$ cat src/rtl/mem_arbiter.sv
// Three-way memory port arbiter (dcache / icache / prefetch) with prefetch
// starvation boost and a tag-ownership table that routes returning loads.
`ifndef XLEN
`define XLEN 32
`endif

module mem_arbiter #(
  parameter int STARVE_LIMIT = 8
) (
  input  logic              clock,
  input  logic              reset,
  input  logic [1:0]        dc_command,
  input  logic [`XLEN-1:0]  dc_addr,
  input  logic [63:0]       dc_data,
  input  logic [1:0]        ic_command,
  input  logic [`XLEN-1:0]  ic_addr,
  input  logic [1:0]        pf_command,
  input  logic [`XLEN-1:0]  pf_addr,
  input  logic              flush,
  input  logic [3:0]        mem2proc_response,
  input  logic [3:0]        mem2proc_tag,
  input  logic [63:0]       mem2proc_data,
  output logic [1:0]        proc2mem_command,
  output logic [`XLEN-1:0]  proc2mem_addr,
  output logic [63:0]       proc2mem_data,
  output logic [3:0]        dc_response,
  output logic [3:0]        ic_response,
  output logic [3:0]        pf_response,
  output logic [3:0]        dc_tag,
  output logic [3:0]        ic_tag,
  output logic [3:0]        pf_tag,
  output logic [63:0]       rsp_data,
  output logic              pf_starved
);

  localparam logic [1:0] BUS_NONE  = 2'd0;
  localparam logic [1:0] BUS_LOAD  = 2'd1;
  localparam logic [1:0] BUS_STORE = 2'd2;
  localparam logic [3:0] LIMIT     = 4'(STARVE_LIMIT);

  localparam logic [1:0] OWN_NONE = 2'd0;
  localparam logic [1:0] OWN_DC   = 2'd1;
  localparam logic [1:0] OWN_IC   = 2'd2;
  localparam logic [1:0] OWN_PF   = 2'd3;

  typedef enum logic {ST_NORMAL, ST_BOOST} state_e;

  state_e            state_q, state_d;
  logic [3:0]        starve_q, starve_d;
  logic [15:1][1:0]  owner_q, owner_d;

  logic       dc_req, ic_req, pf_req;
  logic [1:0] gnt, ret_own;
  logic       accepted, pf_ok, pf_refused, load_ok;

  assign dc_req = (dc_command == BUS_LOAD) || (dc_command == BUS_STORE);
  assign ic_req = (ic_command != BUS_NONE);
  assign pf_req = (pf_command == BUS_LOAD);

  // dcache always wins; boost only swaps icache and prefetch
  always_comb begin
    gnt = OWN_NONE;
    if (dc_req)                  gnt = OWN_DC;
    else if (state_q == ST_BOOST) begin
      if (pf_req)                gnt = OWN_PF;
      else if (ic_req)           gnt = OWN_IC;
    end else begin
      if (ic_req)                gnt = OWN_IC;
      else if (pf_req)           gnt = OWN_PF;
    end
  end

  always_comb begin
    proc2mem_command = BUS_NONE;
    proc2mem_addr    = '0;
    proc2mem_data    = '0;
    case (gnt)
      OWN_DC: begin
        proc2mem_command = dc_command;
        proc2mem_addr    = dc_addr;
        proc2mem_data    = dc_data;
      end
      OWN_IC: begin
        proc2mem_command = ic_command;
        proc2mem_addr    = ic_addr;
      end
      OWN_PF: begin
        proc2mem_command = BUS_LOAD;
        proc2mem_addr    = pf_addr;
      end
      default: ;
    endcase
  end

  assign dc_response = (gnt == OWN_DC) ? mem2proc_response : 4'd0;
  assign ic_response = (gnt == OWN_IC) ? mem2proc_response : 4'd0;
  assign pf_response = (gnt == OWN_PF) ? mem2proc_response : 4'd0;

  assign accepted   = (gnt != OWN_NONE) && (mem2proc_response != 4'd0);
  assign pf_ok      = (gnt == OWN_PF) && accepted;
  assign pf_refused = pf_req && !pf_ok;
  assign load_ok    = accepted && (proc2mem_command == BUS_LOAD);

  always_comb begin
    ret_own = OWN_NONE;
    for (int i = 1; i <= 15; i++)
      if (mem2proc_tag == 4'(i)) ret_own = owner_q[i];
  end

  // Routing is suppressed in reset so pre-reset returns reach nobody
  assign dc_tag   = (reset && ret_own == OWN_DC) ? mem2proc_tag : 4'd0;
  assign ic_tag   = (reset && ret_own == OWN_IC) ? mem2proc_tag : 4'd0;
  assign pf_tag   = (reset && ret_own == OWN_PF) ? mem2proc_tag : 4'd0;
  assign rsp_data = mem2proc_data;

  always_comb begin
    if (pf_ok)                               starve_d = 4'd0;
    else if (pf_refused && starve_q != 4'hF) starve_d = starve_q + 4'd1;
    else                                     starve_d = starve_q;
  end

  // Clear order: flush, then retiring tag, then new allocation (write wins)
  always_comb begin
    owner_d = owner_q;
    for (int i = 1; i <= 15; i++) begin
      if (flush && owner_q[i] == OWN_PF)  owner_d[i] = OWN_NONE;
      if (mem2proc_tag == 4'(i))          owner_d[i] = OWN_NONE;
      if (load_ok && mem2proc_response == 4'(i))
        owner_d[i] = (flush && gnt == OWN_PF) ? OWN_NONE : gnt;
    end
  end

  always_ff @(posedge clock) begin
    if (!reset) begin
      starve_q <= '0;
      owner_q  <= '0;
    end else begin
      starve_q <= starve_d;
      owner_q  <= owner_d;
    end
  end

  always_ff @(posedge clock) begin
    if (!reset) state_q <= ST_NORMAL;
    else        state_q <= state_d;
  end

  always_comb begin
    state_d = state_q;
    case (state_q)
      ST_NORMAL: if (!flush && pf_refused && starve_d >= LIMIT) state_d = ST_BOOST;
      ST_BOOST:  if (pf_ok || flush || !pf_req)                 state_d = ST_NORMAL;
      default:   state_d = ST_NORMAL;
    endcase
  end

  always_comb begin
    pf_starved = reset && (state_q == ST_BOOST);
  end

endmodule

$ cat config.mk
export PLATFORM = sky130hd
export DESIGN_NAME = mem_arbiter
export DESIGN_NICKNAME = d
export VERILOG_FILES = /design/src/rtl/mem_arbiter.sv
export SDC_FILE = /design/constraint.sdc
export NUM_CORES = 1
export LEC_CHECK = 0
export ABC_AREA = 0
export CAP_MARGIN = 0
export CORE_AREA = 2 2 166 168
export CTS_CLUSTER_SIZE = 30
export DETAILED_ROUTE_END_ITERATION = 7
export DIE_AREA = 0 0 168 170
export SETUP_SLACK_MARGIN = 0.5
export SLEW_MARGIN = 30
export SYNTH_ARGS = -nofsm -noshare
export SYNTH_HDL_FRONTEND = slang
export SYNTH_SLANG_ARGS = --single-unit
$ cat constraint.sdc
create_clock -name clock -period 4.35 [get_ports clock]
set_clock_uncertainty 0.1 [all_clocks]
set_input_delay 1.305 -clock clock [delete_from_list [all_inputs] [get_ports clock]]
set_output_delay 1.305 -clock clock [all_outputs]
set_load 0.01 [all_outputs]
==> results.py, run 1 <==
metrics = {
    "finish": {
        "drive_gt1_frac": 0.438,
        "final_common_cell": "clkdlybuf4s50_1",
        "area_growth_pct": 122,
        "final_cell_mix": "clkdlybuf4s50_1, buf_6, nand2_1",
        "layout.nets": 1143,
        "final_cells": 1245,
        "design_area_mm2": 0.00894,
        "final_util": 0.335,
    },
    "yosys": {
        "synth_edf_count": 0,
        "synth-seq-area-share": 0.174,
        "yosys.area_share.xor_xnor": 0.00436,
        "synth-seq-cells": 35,
        "synthMuxAreaShare": 0.0981,
        "syn_nets": 807,
        "synthAdderAreaFrac": 0.00311,
        "yosysTopAreaCellShare": 0.174,
        "synth_top_family_by_area": "simple AND/OR/NAND/NOR gates",
        "synth_area_leaders": "dfxtp_1, buf_4, and2_1",
        "synth.distinct_cells": 60,
        "syn_area_per_cell_um2": 7.11,
        "synthesis.instances": 565,
        "synth-compound-area-share": 0.172,
        "ys.flop_type": "dfxtp_1",
        "synth_area_mm2": 0.00402,
        "async_reset_ff_frac": 0,
        "synth_top_area_cell": "dfxtp_1",
        "yosys.area_share.simple": 0.367,
        "synth_warnings": 0,
    },
    "die": {
        "ios": 428,
        "rows": 60,
        "die_area_mm2": 0.0286,
        "die_x_um": 168,
        "start_util": 0.151,
        "die_y_um": 170,
        "coreArea_mm2": 0.0267,
    },
    "worst_setup_path": {
        "crit_arrival_ns": 2.97,
        "critical_path_class": "in2out",
        "r2r_start": "state_q",
        "r2r_end": "owner_q[29]",
        "required_ns": 2.94,
        "startpoint_type": "input pin",
        "r2r_slack_ns": 2.33,
        "crit_chain": "buf_6 > buf_12 > mux2i_2 > a221oi_2 > o311ai_1 > a32o_2 > buf_6 > nor4_4 > buf_2",
        "cpPeakStageDelay_ns": 0.33,
        "rr_worst_depth": 5,
        "crit_slowest_cell": "a32o_2",
        "endpoint_kind": "output port",
        "cpMostUsedCell": "buf_6",
        "cp_max_fo": 6,
    },
    "timing": {
        "fin_setup_tns_ns": -0.0892,
        "max_freq_mhz": 228,
        "worst_slack_ns": -0.0266,
        "report.final.setup_viol": 4,
        "whs_ns": 0.388,
        "hold_violations": 0,
        "fin_crit_sh": 1.01,
        "period_needed_ns": 4.38,
        "drv_slew": 0,
        "tightest_slew_ns": 0.662,
        "max-slew-margin-rel": 0.555,
        "rsz0062_at_grt": "true",
    },
    "grt": {
        "grt_pass1_wl_um": 37000,
        "grt_pass1_vias": 5347,
        "grt-ovfl-total": 0,
        "grt_max_degree": 32,
        "antenna_found_initial": 7,
        "track_usage": 0.178,
    },
    "detailed_routing": {
        "ant_nets": 0,
        "drt-total-wl_um": 28000,
        "via_per_inst": 4.38,
        "firstDrtPassIters": 4,
        "wire_per_inst_um": 22.5,
        "drc_errors": 0,
        "vias": 5455,
        "initialDrtViolationCount": 174,
    },
    "flow_run": {
        "cap_violations": 0,
    },
    "placement": {
        "hpwl_um": 21600,
        "dp_slack_ns": -0.842,
        "dp_cells": 1167,
        "globalplace.congestion": 0.856,
        "placed_area_mm2": 0.00738,
        "numPortBuffers": 299,
    },
    "clock_network": {
        "htree_levels": 2,
        "hold_buffers": 0,
        "root_buffer": "clkbuf_16",
        "clock_path_buffers": 2,
        "cts.sinks": 35,
        "cts_tree": "yes",
        "insertion_delay_ns": 0.28,
        "clkTransAtPathRegs_ns": 0.05,
        "cts_buffers": 5,
    },
    "hold_path": {
        "hold_end": "owner_q[11]",
        "whs_path_depth": 2,
        "hp-start": "owner_q[11]",
        "hold_path_class": "reg2reg",
    },
    "run_status": {
        "violations": "negative setup slack",
        "outcome": "finished with violations",
    },
    "power_and_ir_drop": {
        "power_mw": 1.71,
        "p_per_area_mw_per_mm2": 191,
        "ir_drop_uv": 152,
        "p_leak_nw": 3.78,
    },
}
[registers in the layout (all words and copies together), names as in the netlist]
name      flops
owner_q      30
starve_q      4
state_q       1
[worst max-delay path by stage]
stage                               start        end  slack, ns  cells after the start
after detailed placement  mem2proc_tag[0]  ic_tag[0]      -0.84                      8
after global placement    mem2proc_tag[0]  ic_tag[0]      -0.77                      8
after global routing      mem2proc_tag[0]  ic_tag[2]      -0.14                      9
after CTS                 mem2proc_tag[1]  ic_tag[0]      -0.04                      9
final                     mem2proc_tag[1]  ic_tag[3]      -0.03                      9
after floorplan           mem2proc_tag[1]  ic_tag[2]       0.30                      8
[power by group]
group	total, mW	leakage [nW]	internal (mW)	switching (mW)
sequential	0.329	0.282	0.325	0.00403
clock	0.416	0.0869	0.285	0.131
combinational	0.965	3.41	0.569	0.396
[worst max-delay path: cells and delay by family]
family	cells	cell delay (ns)
buffers and inverters	4	0.54
and+or+nand+nor	1	0.24
muxes	1	0.16
AOI/OAI and AO/OA	3	0.72
[cells by family after synthesis]
| family | after synthesis |
|---|---|
| XOR/XNOR | 2 |
| AO/OA/AOI/OAI | 89 |
| flip-flops | 35 |
| buffers and inverters | 117 |
| multiplexers | 39 |
| adder cells (fa/ha/maj) | 1 |
| AND/OR/NAND/NOR | 282 |
[synthesized netlist by cell type (all sizes together) (4+ instances only)]
| library cell | number |
|---|---|
| mux2i | 36 |
| nor4 | 7 |
| clkbuf | 30 |
| nand4 | 13 |
| nor3 | 11 |
| buf | 77 |
| nand3b | 4 |
| o21ai | 9 |
| a31oi | 5 |
| nor2 | 26 |
| and2 | 78 |
| nand3 | 6 |
| dfxtp | 35 |
| nor2b | 9 |
| nand2b | 10 |
| o2111ai | 14 |
| a22oi | 32 |
| nand2 | 109 |
| inv | 10 |
[metal layers]
layer | track usage | wire (um) | up-vias | part of all wire
met5 | 0 | 47 | - | 0.0017
met4 | 0.0718 | 1230 | 8 | 0.044
met3 | 0.117 | 4130 | 62 | 0.15
met2 | 0.285 | 12800 | 207 | 0.46
met1 | 0.186 | 9780 | 2605 | 0.35
li1 | - | - | 2573 | -
[cell type report]
cell class | instances | area (um^2)
Antenna cell | 2 | 5.00
Clock buffer | 6 | 139
Clock inverter | 2 | 35.0
Fill cell | 2741 | 17700
Inverter | 10 | 37.5
Multi-Input combinational cell | 413 | 3060
Sequential cell | 35 | 701
Tap cell | 341 | 427
Timing Repair Buffer | 436 | 4530
[what timing repair did]
item,4_1_cts,5_1_grt
setup endpoints to repair,123,108
gates cloned,9,4
setup buffers,43,12
gates resized for setup,543,235
endpoints found under the hold margin,0,0
pin swaps,66,64
No activity file was read; power rests on OpenSTA's default activity.
==> inputs of run 2 (changes only) <==
--- a/config.mk
+++ b/config.mk
@@ -7,7 +7,7 @@
 export LEC_CHECK = 0
 export ABC_AREA = 0
 export CAP_MARGIN = 0
-export CORE_AREA = 2 2 166 168
+export CORE_AREA = 4 4 164 166
 export CTS_CLUSTER_SIZE = 30
 export DETAILED_ROUTE_END_ITERATION = 7
 export DIE_AREA = 0 0 168 170
==> run 2 against run 1 <==
  * The run still ends with negative setup slack left
  * Clock power barely moved
  * Die area is the same
  * Global-route usage is 0.47 points higher
  * Utilization increased by 2.2 points
  * Hold slack got worse by 0.013 ns
==> results.py, run 2 (synthesized netlist as in run 1, its figures left out) <==
metrics = {
    "run_status": {
        "outcome": "finished with violations",
        "violations": "negative setup slack",
    },
    "power_and_ir_drop": {
        "ir_drop_uv": 111,
        "power_mw": 1.75,
        "p_leak_nw": 3.91,
        "p_per_area_mw_per_mm2": 192,
    },
    "finish": {
        "multi_input_area_mm2": 0.00314,
        "fill_cells": 2585,
        "drive_gt1_frac": 0.465,
        "layout.nets": 1162,
        "final_cell_mix": "clkdlybuf4s50_1, buf_6, nand2_1",
        "final_cells": 1259,
        "regArea_um2": 701,
        "final_common_cell": "clkdlybuf4s50_1",
        "regMostFlops": "owner_q",
        "final_util": 0.357,
        "area_growth_pct": 128,
        "largest_register_ffs": 30,
        "largestRegisters": "owner_q: 30 flops, starve_q: 4 flops, state_q: 1 flops",
        "design_area_mm2": 0.00914,
    },
    "grt": {
        "grt_pass1_vias": 5349,
        "antenna_found_initial": 4,
        "grt_pass1_wl_um": 38500,
        "track_usage": 0.183,
        "grt_max_degree": 30,
        "grt-ovfl-total": 0,
    },
    "worst_setup_path": {
        "cpPeakStageDelay_ns": 0.36,
        "r2r_start": "state_q",
        "endpoint_kind": "output port",
        "rr_worst_depth": 5,
        "crit_slowest_cell": "a211o_1",
        "critical_path_class": "in2out",
        "path_buf_inv": 6,
        "path_delay_family": "buffers and inverters",
        "r2r_end": "owner_q[9]",
        "crit_cells": 11,
        "cp_max_fo": 6,
        "r2r_slack_ns": 2.40,
        "crit_start": "mem2proc_tag[1]",
        "required_ns": 2.94,
        "crit_arrival_ns": 3.08,
        "crit_chain": "buf_12 > buf_12 > buf_6 > buf_6 > nand3b_1 > o221ai_2 > a211o_1 > and2_4 > buf_6 > nor4_4 > buf_2",
        "crit_end": "ic_tag[3]",
        "startpoint_type": "input pin",
        "cpMostUsedCell": "buf_6",
    },
    "die": {
        "die_x_um": 168,
        "ios": 428,
        "die_area_mm2": 0.0286,
        "die_y_um": 170,
        "coreArea_mm2": 0.0256,
        "rows": 59,
        "start_util": 0.157,
    },
    "clock_network": {
        "clock_path_buffers": 2,
        "cts_tree": "yes",
        "cts.sinks": 35,
        "clkTransAtPathRegs_ns": 0.06,
        "insertion_delay_ns": 0.28,
        "root_buffer": "clkbuf_16",
        "cts_buffers": 5,
        "htree_levels": 2,
        "hold_buffers": 0,
    },
    "timing": {
        "drv_slew": 0,
        "report.final.setup_viol": 12,
        "tightest_slew_ns": 0.710,
        "hold_violations": 0,
        "fin_crit_sh": 1.03,
        "fin_setup_tns_ns": -0.986,
        "worst_slack_ns": -0.137,
        "whs_ns": 0.375,
        "max-slew-margin-rel": 0.526,
        "max_freq_mhz": 223,
        "period_needed_ns": 4.49,
        "rsz0062_at_grt": "true",
    },
    "placement": {
        "dp_slack_ns": -0.803,
        "dp_cells": 1156,
        "placed_area_mm2": 0.00742,
        "globalplace.congestion": 0.877,
        "hpwl_um": 22500,
        "numPortBuffers": 299,
    },
    "detailed_routing": {
        "firstDrtPassIters": 5,
        "drt-total-wl_um": 29100,
        "via_per_inst": 4.42,
        "ant_nets": 0,
        "vias": 5567,
        "initialDrtViolationCount": 281,
        "wire_per_inst_um": 23.1,
        "drc_errors": 0,
    },
    "flow_run": {
        "cap_violations": 0,
    },
    "hold_path": {
        "hold_path_class": "reg2reg",
        "whs_path_depth": 2,
    },
}
## run 2: cell count changes in the layout (fill, tap and decap cells not counted), sizes merged
cell,previous run,this run
buf,242,268
bufbuf,1,0
diode,2,3
clkdlybuf4s15,9,3
dlygate4sd2,3,1
a32o,1,2
clkbuf,22,23
## run 2: layer usage
metal / vias to the layer above / track usage / share of wire
met2: 278 / 0.281 / 0.44
li1: 2620 / - / -
met1: 2624 / 0.198 / 0.36
met5: - / 0 / 0.0011
met3: 41 / 0.143 / 0.17
met4: 4 / 0.0441 / 0.022
## run 2: layout make-up
| cell class | count | area share |
|---|---|---|
| multi-input combinational | 414 | 0.344 |
| inverter | 10 | 0.00411 |
| timing repair buffer | 454 | 0.510 |
| sequential | 35 | 0.0766 |
| antenna | 3 | 0.000821 |
| clock inverter | 2 | 0.00383 |
| tap | 335 | 0.0458 |
| clock buffer | 6 | 0.0152 |
## run 2: how the worst min path moves through the flow
stage | start | end | slack, ns
finish | owner_q[26] | owner_q[26] | 0.37
global route | owner_q[27] | owner_q[27] | 0.40
CTS | owner_q[26] | owner_q[26] | 0.38
detailed placement | owner_q[26] | owner_q[26] | 0.37
global placement | owner_q[26] | owner_q[26] | 0.37
floorplan | owner_q[27] | owner_q[27] | 0.34
## run 2: what timing repair did
| action | 4_1_cts | 5_1_grt |
|---|---|---|
| hold endpoints to repair | 0 | 0 |
| cloned | 6 | 6 |
| pin swaps | 70 | 50 |
| gates resized for setup | 635 | 157 |
| buffers inserted | 62 | 18 |
| endpoints found under the setup margin | 123 | 106 |
## run 2: tightest hold or removal path: stages, from the launching register on
cell     delay (ns)
dfxtp_1        0.32
nand2_1        0.05
mux2i_1        0.05
## run 2: power by group
part | internal [mW] | total, mW | switching, mW
clock network | 0.285 | 0.418 | 0.134
registers | 0.325 | 0.329 | 0.00393
logic | 0.597 | 1.01 | 0.408
